File: config.mk
export PLATFORM = sky130hd
export DESIGN_NAME = ecg_win_sched
export DESIGN_NICKNAME = d
export VERILOG_FILES = /design/src/rtl/ecg_win_sched.sv
export SDC_FILE = /design/constraint.sdc
export NUM_CORES = 1
export LEC_CHECK = 0
export BUFFER_PORTS_ARGS = -buffer_cell sky130_fd_sc_hd__buf_2
export CORE_MARGIN = 4
export CORE_UTILIZATION = 54
export CTS_CLUSTER_SIZE = 10
export DETAILED_ROUTE_END_ITERATION = 7
export GPL_TIMING_DRIVEN = 1
export PLACE_DENSITY = 0.77
export SKIP_CTS_REPAIR_TIMING = 1
export SYNTH_ARGS = -nofsm -noshare
export SYNTH_HDL_FRONTEND = slang
export SYNTH_SLANG_ARGS = --single-unit
File: constraint.sdc
create_clock -name clk -period 2.2 [get_ports clk]
set_input_delay 0.44 -clock clk [delete_from_list [all_inputs] [get_ports clk]]
set_output_delay 0.44 -clock clk [all_outputs]
set_load 0.02 [all_outputs]
File: src/rtl/ecg_win_sched.sv
// ecg_win_sched: fetches ECG sample words from a 1-cycle-latency ROM in
// ascending order and emits overlapping WIN-bit windows, advancing STRIDE
// bits per accepted window, over a valid/ready handshake. A frame runs
// from a start pulse to a one-cycle done pulse. Abort and reset return
// the block to IDLE.
module ecg_win_sched #(
    parameter int DEPTH  = 29,
    parameter int ADDR_W = 5,
    parameter int STRIDE = 2,
    parameter int WIN    = 7
) (
    input  logic              clk,
    input  logic              rst,
    input  logic              start,
    input  logic              abort,
    output logic              rom_en,
    output logic [ADDR_W-1:0] rom_addr,
    input  logic [31:0]       rom_data,
    output logic [6:0]        win_data,
    output logic              win_valid,
    input  logic              win_ready,
    output logic              win_last,
    output logic [8:0]        win_idx,
    output logic              busy,
    output logic              done
);

    typedef enum logic [2:0] {
        S_IDLE, S_FILL0, S_FILL1, S_FILL2, S_STREAM, S_RQ, S_CAP, S_DONE
    } state_t;

    localparam int              NWIN       = (DEPTH * 32 - WIN) / STRIDE + 1;
    localparam logic [8:0]      LAST_IDX   = 9'(NWIN - 1);
    localparam logic [ADDR_W:0] DEPTH_N    = (ADDR_W + 1)'(DEPTH);
    localparam logic [ADDR_W:0] NXT_ONE    = (ADDR_W + 1)'(1);
    localparam logic [ADDR_W:0] NXT_TWO    = (ADDR_W + 1)'(2);
    localparam logic [5:0]      STRIDE_N   = 6'(STRIDE);
    // A single-word frame has no second word to prefetch during FILL1.
    localparam bit              MULTI_WORD = (DEPTH > 1);

    state_t          state_q, state_d;
    logic [31:0]     hi_q, hi_d;
    logic [31:0]     lo_q, lo_d;
    logic [5:0]      pos_q, pos_d;
    logic [ADDR_W:0] nxt_q, nxt_d;
    logic [8:0]      idx_q, idx_d;

    logic            more_words;
    logic [5:0]      pos_adv;
    logic [63:0]     view;

    // nxt is one bit wider than the address so it can hold DEPTH itself.
    assign more_words = (nxt_q < DEPTH_N);
    // pos never exceeds 31 in STREAM, so pos+STRIDE fits in 6 bits.
    assign pos_adv    = pos_q + STRIDE_N;
    // Left-align the window so its earliest bit lands in view[63].
    assign view       = {hi_q, lo_q} << pos_q;

    // State and datapath registers; reset clears everything.
    always_ff @(posedge clk) begin
        if (rst) begin
            state_q <= S_IDLE;
            hi_q    <= '0;
            lo_q    <= '0;
            pos_q   <= '0;
            nxt_q   <= '0;
            idx_q   <= '0;
        end else begin
            state_q <= state_d;
            hi_q    <= hi_d;
            lo_q    <= lo_d;
            pos_q   <= pos_d;
            nxt_q   <= nxt_d;
            idx_q   <= idx_d;
        end
    end

    // Next-state and buffer bookkeeping; abort overrides everything else.
    always_comb begin
        state_d = state_q;
        hi_d    = hi_q;
        lo_d    = lo_q;
        pos_d   = pos_q;
        nxt_d   = nxt_q;
        idx_d   = idx_q;
        case (state_q)
            S_IDLE: begin
                if (start && !abort) begin
                    state_d = S_FILL0;
                    pos_d   = '0;
                    nxt_d   = '0;
                    idx_d   = '0;
                end
            end
            S_FILL0: state_d = S_FILL1;
            S_FILL1: begin
                hi_d    = rom_data;
                nxt_d   = NXT_TWO;
                state_d = S_FILL2;
            end
            S_FILL2: begin
                lo_d    = MULTI_WORD ? rom_data : 32'd0;
                state_d = S_STREAM;
            end
            S_STREAM: begin
                if (win_ready) begin
                    pos_d = pos_adv;
                    idx_d = idx_q + 9'd1;
                    if (idx_q == LAST_IDX) begin
                        state_d = S_DONE;
                    end else if (pos_adv >= 6'd32) begin
                        // hi is fully consumed: slide lo up and refill lo.
                        hi_d    = lo_q;
                        pos_d   = pos_adv - 6'd32;
                        state_d = S_RQ;
                    end
                end
            end
            S_RQ: state_d = S_CAP;
            S_CAP: begin
                if (more_words) begin
                    lo_d  = rom_data;
                    nxt_d = nxt_q + NXT_ONE;
                end else begin
                    // Past the last word the tail is zero-filled.
                    lo_d = '0;
                end
                state_d = S_STREAM;
            end
            S_DONE:  state_d = S_IDLE;
            default: state_d = S_IDLE;
        endcase
        if (abort && state_q != S_IDLE) begin
            // Drop the frame; a handshake in this cycle is discarded.
            state_d = S_IDLE;
            hi_d    = hi_q;
            lo_d    = lo_q;
            pos_d   = pos_q;
            nxt_d   = nxt_q;
            idx_d   = idx_q;
        end
    end

    // Outputs decoded from the current state only; all zero in IDLE.
    always_comb begin
        rom_en    = 1'b0;
        rom_addr  = '0;
        win_valid = 1'b0;
        done      = 1'b0;
        case (state_q)
            S_FILL0: rom_en = 1'b1;
            S_FILL1: begin
                rom_en   = MULTI_WORD;
                rom_addr = MULTI_WORD ? ADDR_W'(1) : '0;
            end
            S_STREAM: win_valid = 1'b1;
            S_RQ: begin
                rom_en   = more_words;
                rom_addr = more_words ? nxt_q[ADDR_W-1:0] : '0;
            end
            S_DONE:  done = 1'b1;
            default: ;
        endcase
        busy     = (state_q != S_IDLE);
        win_data = win_valid ? view[63 -: WIN] : '0;
        win_last = win_valid && (idx_q == LAST_IDX);
        win_idx  = busy ? idx_q : '0;
    end

endmodule

==> impl_metrics.ini, run 1 <==
[synthesis]
synth_area_leaders = dfxtp_1, mux4_2, a311oi_2
synthCells = 605
synthFlopType = dfxtp_1
synth-seq-area-share = 0.311
synth_seq_cells = 87
synth_top_area_frac = 0.311
netlist_area_um2 = 5600
ys_warn_count = 0
ys_types = 59
synth-edff-count = 0
yosysMostFrequentCell = dfxtp_1
avgSynthCellArea_um2 = 9.26
synthTopCellsByCount = dfxtp_1, nand2_1, nor2_1
synth_nets = 647
async_reset_ff_frac = 0
yosys.area.top_type = dfxtp_1

[placed_design]
dp_slack_ns = -0.288
gp_congestion = 0.997
portBuffers = 62
placed_cell_area_um2 = 6260
dp_hpwl_um = 11600

[global_route]
grt_pass1_vias = 5001
grtUsageTotal = 0.276
gr-total-overflow = 0
antenna_found_initial = 0
grt_pass1_wl_um = 25800
grt_max_degree = 54

[critical_path]
cp-start-kind = flip-flop
worstPathRequired_ns = 1.76
worstSetupPathType = reg2out
arrival_ns = 2.34
end_kind = output pin
rr_worst_depth = 11
cp_max_fo = 7

[hold_path]
worstHoldPathCells = 3
hold_path_class = in2reg

[clock_tree]
clk_pin_slew_ns = 0.09
clk_latency_ns = 0.38
cts_root_buf = clkbuf_8
cts.htree.levels = 3
cts_tree = built
cts_sinks = 87
clockBufferDepth = 2
tritoncts.num_buffers = 9

[timing]
fin_crit_sh = 1.26
rsz0062_at_grt = true
tightest_slew_ns = 1.06
fmax_mhz = 360
drv_slew = 0
setup_ws_ns = -0.579
skew_ns = 0.0104
finalSetupViolCount = 41
slew_headroom = 0.289
layout_min_cycle_time_ns = 2.78
final-hold-violation-count = 0

[detailed_routing]
avgViaCountPerCell = 6.45
wl_per_cell_um = 21.0
totalWireLength_um = 17700
drc = 0
dr.pass1.iters = 5
ant_nets = 0
routed-via-count = 5440
drt-initial-drc-count = 496

[floorplan]
dieArea_um2 = 12100
start_util = 0.563
boundaryPins = 63
core-area_um2 = 9950
fp.dieW_um = 110
die_h_um = 110
rows = 36

[run]
maxCapViolCount = 0

[layout]
drive_gt1_frac = 0.391
diodes = 0
post-route-cell-area_um2 = 7050
final_nets = 748
layout-area-overhead-vs-synth_pct = 25.8

[run_status]
violations = negative setup slack
outcome = complete, but fails checks

[power_and_ir_drop]
power.leakage_nw = 2.58
ir_drop_mv = 0.375
cellPowerDensity_nw_per_um2 = 459
sequential cells by signal (all words and copies together) (netlist names):
signal and count:
hi_q 32, lo_q 32, idx_q 9, nxt_q 6, pos_q 5, state_q 3
logic make-up after synthesis:
family,Yosys count,synth area share
AND/OR/NAND/NOR,216,0.176
AO/OA/AOI/OAI,149,0.222
flip-flops,87,0.311
buffers and inverters,70,0.0677
multiplexers,61,0.186
XOR/XNOR,17,0.0266
adder cells (fa/ha/maj),5,0.0112
area by class of cell:
type                    instances  area, um2
inverters                      11       45.0
fillers                       705       2910
clock buffers                  11        141
flip-flops and latches         87       1760
repair buffers                149       1220
clock inverters                 5        104
multi-input cells             448       3600
well taps                     133        166
critical path: stages (launching register included):
cell and delay, ns:
dfxtp_4 0.37, buf_12 0.14, mux4_2 0.52, mux4_2 0.50
o22ai_2 0.21, nor2_2 0.08, buf_6 0.14
power breakdown:
part           switching (W)  internal, W  total (W)  leakage, nW
clock network       0.000604     0.000788    0.00139        0.124
registers          0.0000132      0.00158    0.00159        0.707
logic               0.000149     0.000101   0.000250         1.74
cell usage in the layout (no fill, tap or decap), types with 4 or more instances in the layout:
master and instances:
inv_1 6, nand2b_1 5, nand4_1 6, a311oi_2 30
buf_12 8, buf_6 11, xor2_1 10, inv_2 4
a21oi_1 47, buf_2 51, mux4_2 33, dfxtp_1 77
a22oi_1 32, ha_1 4, nand3_1 11, dfxtp_4 4
a211oi_1 4, nor3_1 4, xnor2_1 7, nand2_1 82
clkbuf_8 10, buf_4 72, mux2_2 4, dfxtp_2 6
nor2_1 65, clkbuf_16 4, mux2i_1 21, nor2b_1 12
layer usage:
| metal | GRT usage | vias up | share of wire |
|---|---|---|---|
| li1 | - | 2447 | - |
| met2 | 0.448 | 306 | 0.48 |
| met3 | 0.0540 | 82 | 0.083 |
| met5 | 0 | - | 0 |
| met4 | 0.110 | 0 | 0.045 |
| met1 | 0.359 | 2605 | 0.39 |
stage by stage:
step                      TNS (ns)  hold slack [ns]  utilization  power (W)  instances
after floorplan            -0.0248            0.452            -    0.00177        605
after global placement       -1.19            0.466        0.629    0.00186        797
after detailed placement     -1.31            0.482        0.629    0.00187        797
after CTS                    -7.46            0.311        0.654    0.00322        813
after global routing        -11.78            0.329        0.708    0.00332        844
final                        -9.58            0.308        0.708    0.00323        844
worst paths after layout:
path	from	to	slack, ns
worst max-delay path	pos_q[2]	win_data[1]	-0.58
worst min-delay path	rom_data[6]	lo_q[6]	0.31
worst max register to register	pos_q[2]	hi_q[5]	-0.22
worst min register to register	state_q[0]	state_q[0]	0.49
No activity file was read; power rests on OpenSTA's default activity.
==> run 2: changes to the inputs <==
--- a/config.mk
+++ b/config.mk
@@ -16,3 +16,4 @@
 export SYNTH_ARGS = -nofsm -noshare
 export SYNTH_HDL_FRONTEND = slang
 export SYNTH_SLANG_ARGS = --single-unit
+export TNS_END_PERCENT = 50
==> constraint.sdc (replaced) <==
create_clock -name clk -period 2.2 [get_ports clk]
set_input_delay 0.44 -clock clk [delete_from_list [all_inputs] [get_ports clk]]
set_output_delay 0.44 -clock clk [all_outputs]
set_load 0.1 [all_outputs]
==> run 2 against run 1 <==
  * The flow still finishes with violations (negative setup slack)
  * Flip-flop and latch count unchanged
  * Worst setup slack worse by 0.082 ns
  * Combinational power increased by 21%
  * Critical path depth is 1 higher
  * Global-route usage increased by 1.2 points
  * Count of clock-buffer cells in the layout decreased by 2
  * Via count is 1.5% higher
  * Clock skew decreased by 0.00093 ns
  * Sequential power about the same
  * Critical endpoint unchanged
==> impl_metrics.ini, run 2 (synthesized netlist as in run 1, its figures left out) <==
[run_status]
outcome = complete, but fails checks
violations = negative setup slack

[critical_path]
arrival_ns = 2.42
cp_max_fo = 5
max_stage_delay_ns = 0.54
worstSetupPathType = reg2out
end_kind = output pin
cp-start-kind = flip-flop
path_delay_family = multiplexers
worstPathRequired_ns = 1.76
slowest_stage = mux4_2
crit_buf_inv = 3
path_cells = buf_6 -> buf_6 -> mux4_2 -> mux4_2 -> o22ai_4 -> nor2_4 -> buf_12

[floorplan]
die_h_um = 110
fp.dieW_um = 110
boundaryPins = 63
core-area_um2 = 9950
rows = 36
dieArea_um2 = 12100
start_util = 0.563

[clock_tree]
cts_tree = built
clk_latency_ns = 0.38
cts_root_buf = clkbuf_8
cts.htree.levels = 3
cts_sinks = 87
clk_pin_slew_ns = 0.09
clockBufferDepth = 2
tritoncts.num_buffers = 9

[detailed_routing]
totalWireLength_um = 18900
drc = 0
dr.pass1.iters = 5
wl_per_cell_um = 21.8
avgViaCountPerCell = 6.36
drt-initial-drc-count = 522
routed-via-count = 5524
ant_nets = 0

[layout]
multi_input_area_um2 = 3800
layout-area-overhead-vs-synth_pct = 36.3
diodes = 0
layout_common_cells = buf_4, nand2_1, dfxtp_1
fill_cells = 673
final_nets = 773
drive_gt1_frac = 0.442
regArea_um2 = 1770
reg.largest.list = hi_q: 32 flops, lo_q: 32 flops, idx_q: 9 flops
final_common_cell = buf_4

[timing]
skew_ns = 0.00945
fin_crit_sh = 1.30
slew_headroom = 0.671
finalSetupViolCount = 27
fin_hold_ws_ns = 0.304
final-hold-violation-count = 0
tightest_slew_ns = 0.492
finalSetupTns_ns = -4.58
layout_min_cycle_time_ns = 2.86
rsz0062_at_grt = true
fmax_mhz = 350
drv_slew = 0
setup_ws_ns = -0.661

[global_route]
grt_pass1_wl_um = 26500
gr-total-overflow = 0
grt_pass1_vias = 4950
grt_max_degree = 46
antenna_found_initial = 0
grtUsageTotal = 0.288

[placed_design]
dp_hpwl_um = 12400
gp_congestion = 1.00
portBuffers = 62

[power_and_ir_drop]
power.total_w = 0.00316
switching_share = 0.258
pwr-share-clk = 0.402
pwr-share-seq = 0.503
power.leakage_nw = 2.77
ir_drop_mv = 0.674
p_switching_w = 0.000815
internal-power_w = 0.00235
cellPowerDensity_nw_per_um2 = 414
combPwrFrac = 0.096

[run]
maxCapViolCount = 0

[hold_path]
hold_path_class = in2reg
==> run 2: worst register-to-register path, cell delays in order (launching register included) <==
cell and delay [ns]:
dfxtp_4 0.41, buf_8 0.14, buf_12 0.13, buf_8 0.11, ha_4 0.13, nand3_4 0.08
xor2_2 0.15, o21ai_2 0.25, buf_4 0.16, and2_4 0.22, clkbuf_16 0.23, a311oi_2 0.11
==> run 2: power by group through the flow <==
stage	clock network, W	registers (W)	logic, W
2_1_floorplan	0	0.00163	0.000169
3_3_place_gp	0	0.00163	0.000257
3_5_place_dp	0	0.00163	0.000263
4_1_cts	0.00129	0.00159	0.000264
5_1_grt	0.00134	0.00159	0.000323
6_report	0.00127	0.00159	0.000303
==> run 2: metal layers <==
| layer | GRT usage | vias to the layer above | routed length [um] |
|---|---|---|---|
| li1 | - | 2493 | - |
| met1 | 0.401 | 2676 | 7570 |
| met2 | 0.442 | 316 | 8970 |
| met3 | 0.0763 | 39 | 1930 |
| met4 | 0.0793 | 0 | 414 |
| met5 | 0 | - | 0 |
==> run 2: through the flow <==
step                setup slack (ns)  instances  utilization  instance area [um2]
global placement              -0.448        824        0.673                 6700
CTS                           -0.912        839        0.695                 6920
finish                        -0.661        868        0.767                 7630
floorplan                     -0.578        605            -                 5730
detailed placement            -0.477        824        0.673                 6700
global route                  -0.711        868        0.767                 7630
==> run 2: final timing paths <==
check	startpoint	endpoint	slack [ns]	cells past startpoint
worst max register to register	pos_q[1]	hi_q[29]	-0.05	11
worst max-delay path	pos_q[3]	win_data[1]	-0.66	7
worst min register to register	nxt_q[5]	nxt_q[5]	0.53	2
worst min-delay path	rom_data[30]	lo_q[30]	0.30	3
==> run 2: final cells by class <==
type / instances / area share
Multi-Input combinational cell: 448 / 0.497
Sequential cell: 87 / 0.231
Clock buffer: 9 / 0.0162
Inverter: 11 / 0.00606
Timing Repair Buffer: 174 / 0.215
Clock inverter: 6 / 0.0123
Tap cell: 133 / 0.0218
==> run 3: changes to the inputs <==
--- a/config.mk
+++ b/config.mk
@@ -7,11 +7,11 @@
 export LEC_CHECK = 0
 export BUFFER_PORTS_ARGS = -buffer_cell sky130_fd_sc_hd__buf_2
 export CORE_MARGIN = 4
-export CORE_UTILIZATION = 54
+export CORE_UTILIZATION = 55
 export CTS_CLUSTER_SIZE = 10
 export DETAILED_ROUTE_END_ITERATION = 7
 export GPL_TIMING_DRIVEN = 1
-export PLACE_DENSITY = 0.77
+export PLACE_DENSITY = 0.76
 export SKIP_CTS_REPAIR_TIMING = 1
 export SYNTH_ARGS = -nofsm -noshare
 export SYNTH_HDL_FRONTEND = slang
==> constraint.sdc (replaced) <==
create_clock -name clk -period 2.7 [get_ports clk]
set_input_delay 0.54 -clock clk [delete_from_list [all_inputs] [get_ports clk]]
set_output_delay 0.54 -clock clk [all_outputs]
set_load 0.1 [all_outputs]
==> run 3 against run 2 <==
  * The run still ends with negative setup slack left
  * Die area fell by 1.7%
  * Final area down 12%
  * Clock skew increased by 0.0051 ns
  * Clock power down 24%
  * Critical path depth down 2
  * First-iteration DRC count down 20%
  * Combinational power fell by 31%
  * Total power is 22% lower
  * Via count down 6.3%
  * Flip-flop and latch count unchanged
  * Critical path type unchanged
  * Largest power group unchanged
  * Highest routed layer unchanged
==> impl_metrics.ini, run 3 (synthesized netlist as in run 1, its figures left out) <==
[run_status]
outcome = complete, but fails checks
violations = negative setup slack

[critical_path]
crit_buf_inv = 2
rrSetupSlack_ns = 0.49
path_cells = buf_4 -> mux4_1 -> mux4_2 -> o211a_1 -> buf_6
path_delay_family = multiplexers
reg2reg_to = hi_q[20]
arrival_ns = 2.37
end_kind = output pin
worstPathRequired_ns = 2.16
crit_path_start = pos_q[3]
worst-path-stages = 5
cp-endpoint = win_data[4]
max_stage_delay_ns = 0.54
slowest_stage = mux4_1
r2r_start = pos_q[2]
cp-start-kind = flip-flop
cp_max_fo = 7
rr_worst_depth = 9
worstSetupPathType = reg2out

[global_route]
antenna_found_initial = 0
grtUsageTotal = 0.271
grt_pass1_vias = 4724
grt_max_degree = 55
grt_pass1_wl_um = 25100
gr-total-overflow = 0

[placed_design]
placedCellCount = 781
placed_cell_area_um2 = 6290
portBuffers = 62
dp_hpwl_um = 11600
gp_congestion = 0.983

[floorplan]
start_util = 0.568
die_h_um = 109
core-area_um2 = 9860
dieArea_um2 = 11900
rows = 36
boundaryPins = 63
fp.dieW_um = 109

[timing]
finalSetupTns_ns = -1.04
tightest_slew_ns = 0.529
setup_ws_ns = -0.213
skew_ns = 0.0146
final-hold-violation-count = 0
fin_hold_ws_ns = 0.429
fmax_mhz = 343
finalSetupViolCount = 7
slew_headroom = 0.647
drv_slew = 0
fin_crit_sh = 1.08
layout_min_cycle_time_ns = 2.91
rsz0062_at_grt = true

[detailed_routing]
drt-initial-drc-count = 417
totalWireLength_um = 16000
routed-via-count = 5178
dr.pass1.iters = 6
wl_per_cell_um = 19.8
drc = 0
avgViaCountPerCell = 6.39
ant_nets = 0

[clock_tree]
cts_root_buf = clkbuf_8
clk_pin_slew_ns = 0.09
clk_latency_ns = 0.36
cts.htree.levels = 3
cts_sinks = 87
clockBufferDepth = 2
cts_tree = built
tritoncts.num_buffers = 9

[layout]
post-route-cell-area_um2 = 6740
diodes = 0
layout_common_cells = nand2_1, dfxtp_1, nor2_1
drive_gt1_frac = 0.338
final_nets = 714
final_cell_count_no_fill = 810
layout-area-overhead-vs-synth_pct = 20.3
reg.largest.list = hi_q: 32 flops, lo_q: 32 flops, idx_q: 9 flops
final_common_cell = nand2_1

[power_and_ir_drop]
power.leakage_nw = 2.36
power.total_w = 0.00247
ir_drop_mv = 0.412
cellPowerDensity_nw_per_um2 = 366

[hold_path]
hp-start = rom_data[25]
hold_path_class = in2reg

[run]
maxCapViolCount = 0
-- run 3: how the worst min path moves through the flow --
stage                to  slack, ns  depth (start not counted)
6_report       lo_q[25]       0.43                          3
5_1_grt        lo_q[23]       0.43                          3
4_1_cts        lo_q[17]       0.41                          3
3_5_place_dp   nxt_q[5]       0.48                          2
3_3_place_gp   nxt_q[5]       0.46                          2
2_1_floorplan  nxt_q[5]       0.45                          2
-- run 3: power breakdown --
part           internal (W)  total (W)  switching (W)
Combinational     0.0000788   0.000209       0.000130
Clock              0.000481   0.000959       0.000478
Sequential          0.00129    0.00130      0.0000114
-- run 3: tightest hold or removal path, stage by stage --
cell and delay [ns]:
buf_2 0.09, a22oi_1 0.06, nor2_1 0.07
-- run 3: area by class of cell --
cell class | instances | area [um2]
multi-input combinational | 448 | 3630
fill | 744 | 3120
sequential | 87 | 1750
timing repair buffer | 115 | 937
tap | 133 | 166
clock buffer | 12 | 155
clock inverter | 4 | 53.8
inverter | 11 | 45.0
-- run 3: metrics by stage --
step                      setup slack [ns]  utilization
after floorplan                     -0.184            -
after global placement            -0.00618        0.637
after detailed placement            0.0112        0.637
after CTS                           -0.419        0.658
after global routing                -0.247        0.683
final                               -0.213        0.683
-- run 3: routing by layer --
metal	global-route usage	wire, um
met1	0.391	6910
met2	0.414	7550
met3	0.0568	1350
met4	0.0748	243
met5	0	0
